### config.mk
export PLATFORM = sky130hd
export DESIGN_NAME = sr_flag_bank
export DESIGN_NICKNAME = d
export VERILOG_FILES = /design/src/rtl/sr_flag_pkg.sv /design/src/rtl/sr_cell.sv /design/src/rtl/sr_flag_bank.sv
export SDC_FILE = /design/constraint.sdc
export NUM_CORES = 1
export LEC_CHECK = 0
export ABC_AREA = 1
export CAP_MARGIN = 20
export CORE_ASPECT_RATIO = 1.75
export CORE_MARGIN = 2
export CORE_UTILIZATION = 30
export DETAILED_ROUTE_END_ITERATION = 8
export GPL_TIMING_DRIVEN = 1
export HOLD_SLACK_MARGIN = 0.02
export PLACE_DENSITY = 0.64
export RECOVER_POWER = 100
export SLEW_MARGIN = 10
export SYNTH_ARGS = -nofsm -noshare
export SYNTH_HDL_FRONTEND = slang
export SYNTH_HIERARCHICAL = 1
export SYNTH_SLANG_ARGS = --single-unit
### constraint.sdc
create_clock -name clk -period 8.91 [get_ports clk]
set_clock_uncertainty 0.05 [all_clocks]
set_input_delay 1.782 -clock clk [delete_from_list [all_inputs] [get_ports clk]]
set_output_delay 1.782 -clock clk [all_outputs]
set_load 0.02 [all_outputs]
### src/rtl/sr_flag_pkg.sv
`default_nettype none
// +--------------------------------------------------------------------------+
// | sr_flag_pkg : collision-mode encodings and popcount helper for the bank   |
// | Revision 1.0                                                              |
// +--------------------------------------------------------------------------+
package sr_flag_pkg;

  localparam int MODE_RDOM   = 0;
  localparam int MODE_SDOM   = 1;
  localparam int MODE_TOGGLE = 2;

  function automatic int popcount(input logic [31:0] v);
    int n;
    n = 0;
    for (int i = 0; i < 32; i++) begin
      n = n + int'(v[i]);
    end
    return n;
  endfunction

endpackage
`default_nettype wire

### src/rtl/sr_cell.sv
`default_nettype none
// +--------------------------------------------------------------------------+
// | sr_cell : next-state logic for one flag bit with selectable collision    |
// | Revision 1.0                                                              |
// +--------------------------------------------------------------------------+
module sr_cell
  import sr_flag_pkg::*;
#(
  parameter int MODE = MODE_RDOM
) (
  input  logic se,
  input  logic r,
  input  logic clr,
  input  logic rdclr,
  input  logic q,
  output logic q_next
);

  always_comb begin
    q_next = q;
    if (clr) begin
      q_next = 1'b0;
    end else if (se && r) begin
      case (MODE)
        MODE_SDOM:   q_next = 1'b1;
        MODE_TOGGLE: q_next = ~q;
        default:     q_next = 1'b0;
      endcase
    end else if (se) begin
      q_next = 1'b1;
    end else if (r) begin
      q_next = 1'b0;
    end else if (rdclr && q) begin
      // Read-clear has lowest priority so a same-cycle set survives the read.
      q_next = 1'b0;
    end
  end

endmodule
`default_nettype wire

### src/rtl/sr_flag_bank.sv
`default_nettype none
// +--------------------------------------------------------------------------+
// | sr_flag_bank : WIDTH synchronous SR flags with read-and-clear snapshot   |
// | Revision 1.0                                                              |
// +--------------------------------------------------------------------------+
module sr_flag_bank
  import sr_flag_pkg::*;
#(
  parameter int               WIDTH     = 8,
  parameter int               MODE      = MODE_RDOM,
  parameter int               EDGE_SET  = 0,
  parameter logic [WIDTH-1:0] RESET_VAL = '0,
  localparam int              CW        = $clog2(WIDTH + 1)
) (
  input  logic             clk,
  input  logic             rst,
  input  logic [WIDTH-1:0] s,
  input  logic [WIDTH-1:0] r,
  input  logic             clr_all,
  input  logic             rd_req,
  output logic             rd_ack,
  output logic [WIDTH-1:0] rd_data,
  output logic [WIDTH-1:0] q,
  output logic [WIDTH-1:0] q_l,
  output logic             any_set,
  output logic [CW-1:0]    count
);

  if (WIDTH < 1 || WIDTH > 32) begin : g_bad_width
    $error("sr_flag_bank: WIDTH must be in 1..32");
  end
  if (MODE < MODE_RDOM || MODE > MODE_TOGGLE) begin : g_bad_mode
    $error("sr_flag_bank: MODE must be 0, 1 or 2");
  end
  if (EDGE_SET < 0 || EDGE_SET > 1) begin : g_bad_edge
    $error("sr_flag_bank: EDGE_SET must be 0 or 1");
  end

  logic [WIDTH-1:0] s_prev;
  logic [WIDTH-1:0] se;
  logic [WIDTH-1:0] q_next;

  assign se = (EDGE_SET != 0) ? (s & ~s_prev) : s;

  for (genvar i = 0; i < WIDTH; i++) begin : g_cell
    sr_cell #(
      .MODE(MODE)
    ) u_cell (
      .se    (se[i]),
      .r     (r[i]),
      .clr   (clr_all),
      .rdclr (rd_req),
      .q     (q[i]),
      .q_next(q_next[i])
    );
  end

  // s_prev resets to all-ones so a set held through reset release is not an edge.
  always_ff @(posedge clk or posedge rst) begin
    if (rst) begin
      q       <= RESET_VAL;
      s_prev  <= '1;
      rd_ack  <= 1'b0;
      rd_data <= '0;
    end else begin
      q      <= q_next;
      s_prev <= s;
      rd_ack <= rd_req;
      if (rd_req) begin
        rd_data <= q;
      end
    end
  end

  assign q_l     = ~q;
  assign any_set = |q;
  assign count   = CW'(popcount(32'(q)));

endmodule
`default_nettype wire

# After elaboration in Yosys (flattened, before gate mapping)
# Index checks and enable logic that the tools add are counted.
# word_totals
register_bits	17
input_bits	20
output_inout_bits	30
# classes
addsub	7
muxes	40
bitwise	1
reduce_logical	25
# ops
op	count
$mux W1	40
$reduce_bool A5 Y1	8
$add A4 B1 Y4	4
$logic_and A1 B1 Y1	16
$not A8 Y8	1
$reduce_or A8 Y1	1
$add A3 B1 Y4	1
$add A2 B1 Y3	1
$add A1 B1 Y2	1

# Depth between registers and ports, before layout
# Gate-level depths: netlist of the first run.
# logic_depth
word_depth	7
ltp_mapped	9

# By module
# The synthesis of the first run kept the hierarchy.
# by_module_without_submodules
mod	n_inst	cells_each	area_per_inst_um2	seq_area_each_um2
sr_flag_bank	1	69	773.2	425.4
sr_cell	8	7	31.3	0.0

# Least setup slack after synthesis of the first run
# Ideal clock, no wire load.
# synth_timing
kind	reg2out
start	register q[0]
end	output count[2]
t_arrival_ns	3.092
required_time_ns	7.078
path_slack_ns	3.986
stages_incl_launch_ff	10
n_path_buf	0
path_cell_list	dfrtp_1 -> inv_1 -> fa_1 -> fa_1 -> fa_1 -> inv_1 -> ha_1 -> inv_1 -> fa_1 -> xnor2_1
# synth_via
elab_chain_len	7
# synth_rtl
item	line_no	source
start: declaration	sr_flag_bank.sv:23	output logic [WIDTH-1:0] q,
start signal: assignment	sr_flag_bank.sv:66	q <= q_next;
$add A1 B1 Y2	sr_flag_pkg.sv:16	n = n + int'(v[i]);
$add A2 B1 Y3	sr_flag_pkg.sv:16	
$add A3 B1 Y4	sr_flag_pkg.sv:16	
$add A4 B1 Y4 (4 in series)	sr_flag_pkg.sv:16	
end: declaration	sr_flag_bank.sv:26	output logic [CW-1:0] count
# Every way passes these cells.

# Worst setup path after layout of the first run
# layout_timing
start	register q[3]
end	output count[2]
# layout_via
elab_chain_len	5
# layout_rtl
item	line_no
$add A3 B1 Y4	sr_flag_pkg.sv:16
$add A4 B1 Y4 (4 in series)	sr_flag_pkg.sv:16
# Every way passes these cells.

==> results of run 1 <==
[logic make-up after synthesis]
family	count (synthesis)
buffers and inverters	50
and+or+nand+nor	33
DFF	17
AOI/OAI and AO/OA	16
adders and majority gates	8
xor gates and xnor gates	1
[routing by layer]
metal,part of all wire (%),vias to the layer above,track usage (%)
met3,4.5,4,2.22
met5,0,-,0
met1,38,380,14.6
met2,57,32,25.5
li1,-,455,-
met4,1.2,0,4.86
[layout make-up]
type / count / area, sq um
Clock buffer: 4 / 45.0
Fill cell: 342 / 1770
Inverter: 48 / 180
Multi-Input combinational cell: 58 / 360
Sequential cell: 17 / 425
Tap cell: 45 / 56.3
Timing Repair Buffer: 49 / 490
[worst max-delay path by stage]
stage / startpoint / endpoint / slack (ns)
2_1_floorplan: q[0]$_DFF_PP0_ / count[2] / 3.99
3_3_place_gp: q[3]$_DFF_PP0_ / count[2] / 3.77
3_5_place_dp: q[3]$_DFF_PP0_ / count[2] / 3.71
4_1_cts: q[3]$_DFF_PP0_ / count[2] / 3.43
5_1_grt: q[0]$_DFF_PP0_ / count[2] / 3.23
6_report: q[3]$_DFF_PP0_ / count[2] / 3.42
[critical path: stages, from the launching register on]
cell           delay [ns]
dfrtp_1              0.38
inv_1                0.15
fa_1                 0.45
fa_1                 0.52
fa_1                 0.42
inv_1                0.08
ha_1                 0.16
inv_1                0.05
fa_1                 0.37
xnor2_1              0.15
dlygate4sd3_1        0.68
[power by group through the flow]
stage	logic [mW]	clock network, mW	registers, mW
floorplan	0.0288	0	0.0927
global placement	0.0659	0	0.0867
detailed placement	0.0671	0	0.0867
CTS	0.0674	0.0591	0.0853
global route	0.0688	0.0638	0.0856
finish	0.0609	0.0574	0.0850
[synth_stat cells]
| cell | instances |
|---|---|
| a21oi_1 | 6 |
| a21oi_2 | 10 |
| buf_12 | 1 |
| buf_6 | 1 |
| dfrtp_1 | 17 |
| fa_1 | 4 |
| ha_1 | 4 |
| inv_1 | 48 |
| nand2_1 | 22 |
| nand3_1 | 1 |
| nor2_1 | 8 |
| nor2_2 | 2 |
| xnor2_1 | 1 |
[flip-flops by register name, indices dropped and copies added (netlist names)]
name     count
q            8
rd_data      8
rd_ack       1
[through the flow]
step / instance area [sq um] / power (mW)
final: 1560 / 0.203
after detailed placement: 1540 / 0.154
after CTS: 1580 / 0.212
after global placement: 1540 / 0.153
after floorplan: 1020 / 0.121
after global routing: 1560 / 0.218
==> results by group, run 1 <==
Global routing
  • Vias in the first global route: 874
  • Largest net degree at the start of global routing: 26
  • First-pass GRT wire length: 3830 microns
  • Grt ovf: 0
  • Total track usage: 13.9%
  • Initial antenna violation count: 0

Placed design
  • Final HPWL DP: 1970 microns
  • Post-Place Setup Slack: 3.71 ns
  • IO Port Bufs: 49
  • Placed cell count: 217
  • Routability cong.: 0.782

Status
  • Outcome: complete, no violations

Synth
  • Area of the mapped netlist: 1020 sq um
  • Register area share after synthesis: 41.6%
  • Netlist cell types: 13
  • Synth area leader: dfrtp_1
  • Syn_nets: 153
  • Share of the synthesized area in the top cell type: 41.6%
  • Cells after synthesis: 125
  • XOR/XNOR share of the synthesized area: 0.856%
  • Adder-Cell Fraction of Synth Area: 12.7%
  • Synth area leaders: dfrtp_1 (42%), inv_1 (18%), a21oi_2 (8.6%)
  • Avg Cell Area, Syn: 8.19 sq um
  • Largest family of logic cells by synthesized area: buffers and inverters
  • Synth Area in Compound Gates: between 10% and 20%
  • Synthesized flop and latch total: 17
  • Synth Warn #: 6
  • Simple-Gate Fraction of Synth Area: 12.7%
  • Post-synthesis mux area share: 0%

Power
  • Seq pwr share: 41.8%
  • Leak: 0.834 nW
  • Logic pwr share: 29.9%
  • Peak VDD IR: 0.0000581 V
  • Switching power as a share of total power: 30.2%
  • Clock power share: 28.2%
  • Cell-internal power: around 0.14 mW
  • Switch Pwr: 0.0613 mW
  • Pwr dens: 130 nW/um^2

Die
  • Placeable Area: 3330 sq um
  • Die X: 48.2 microns
  • I/O pin total: 50
  • Starting Density: 30.8%
  • Die Footprint: 3910 sq um
  • Row cnt: 28
  • Die height: 81.3 microns

Layout
  • Commonest cells after routing, fill and taps aside: inv_1 (48), dlygate4sd3_1 (32), nand2_1 (22)
  • Commonest non-fill, non-tap cell in the layout: inv_1
  • Inserted Diodes: 0
  • Final core utilization: 46.8%
  • Layout Cells excl Fill: about 220
  • Layout cell share with drive strength beyond 1: between 4 and 5%
  • Nets: 205
  • Area delta synth->final: 52.2%

Setup path
  • Worst setup path category: reg -> out
  • Crit path required time: 7.08 ns
  • Critical R2R Launch: q[6]$_DFF_PP0_
  • Worst setup SP type: register
  • CP max FO: 4
  • Crit. End Element: output pin
  • Worst reg-to-reg setup slack: ~8.1 ns
  • Worst Path Arrival: 3.65 ns
  • Worst Reg-to-Reg Cells: 2
  • Reg2reg end: rd_data[6]$_DFFE_PP0P_

Hold path
  • Hold Crit Endpoint: rd_data[4]$_DFFE_PP0P_
  • Min-delay src: rd_data[4]$_DFFE_PP0P_
  • Min-Delay Path Depth: 2
  • Hold WC Path Type: reg -> reg

Detailed routing
  • Drt wl/cell: between 10 and 15 microns
  • Initial drt markers: 12
  • Residual DRC count: 0
  • Via count: 871
  • Vias per cell: 3.94
  • Routed Antenna Nets: 0
  • Pre-antenna DRT Iters: 2
  • Total wire length: 2370 microns

Run
  • Max_cap viols: 0

Timing
  • Crit share post-route: between 60% and 70%
  • Setup TNS: 0 ns
  • Final setup margin: 3.42 ns
  • Tightest hold margin: between 0.4 and 0.5 ns
  • Max-slew violation count: 0
  • Max_slew headroom: 39.6%
  • Fmax: 182 MHz
  • Setup repair after global routing missed its margin: no
  • Final setup vio count: 0
  • Worst Tran Pin Value: ~0.90 ns
  • Period minus WS final: 5.49 ns
  • Final hold vios: 0

Clock network
  • # resized after CTS: 0
  • Cts hold-fix bufs: 0
  • H-tree Lvls: 1
  • CTS tree: done
  • Worst-path clk slew: roughly 0.070 ns
  • CTS sink cnt: 17
  • Setup Buffers After CTS: 0
  • Num CTS Buffers: 3
  • Clock Tree Root: clkbuf_8
  • Clock Path Buffers: 2
  • Worst skew pair latency: around 0.25 ns
Note: power is estimated with default switching activity, not from simulation.
==> run 2, diff against run 1 <==
==> constraint.sdc (replaced) <==
create_clock -name clk -period 5.34 [get_ports clk]
set_clock_uncertainty 0.05 [all_clocks]
set_input_delay 1.068 -clock clk [delete_from_list [all_inputs] [get_ports clk]]
set_output_delay 1.068 -clock clk [all_outputs]
set_load 0.02 [all_outputs]
==> results of run 2 <==
The final DEF is identical to that of run 1. Status: complete, no violations.
Among the figures that moved: setup slack after placement 3.71 ns -> 0.856 ns; setup slack after layout 3.42 ns -> 0.567 ns; register-to-register setup slack 8.07 ns -> 4.50 ns; total power 0.203 mW -> 0.339 mW; worst IR drop on VDD 0.0000581 V -> 0.0000970 V
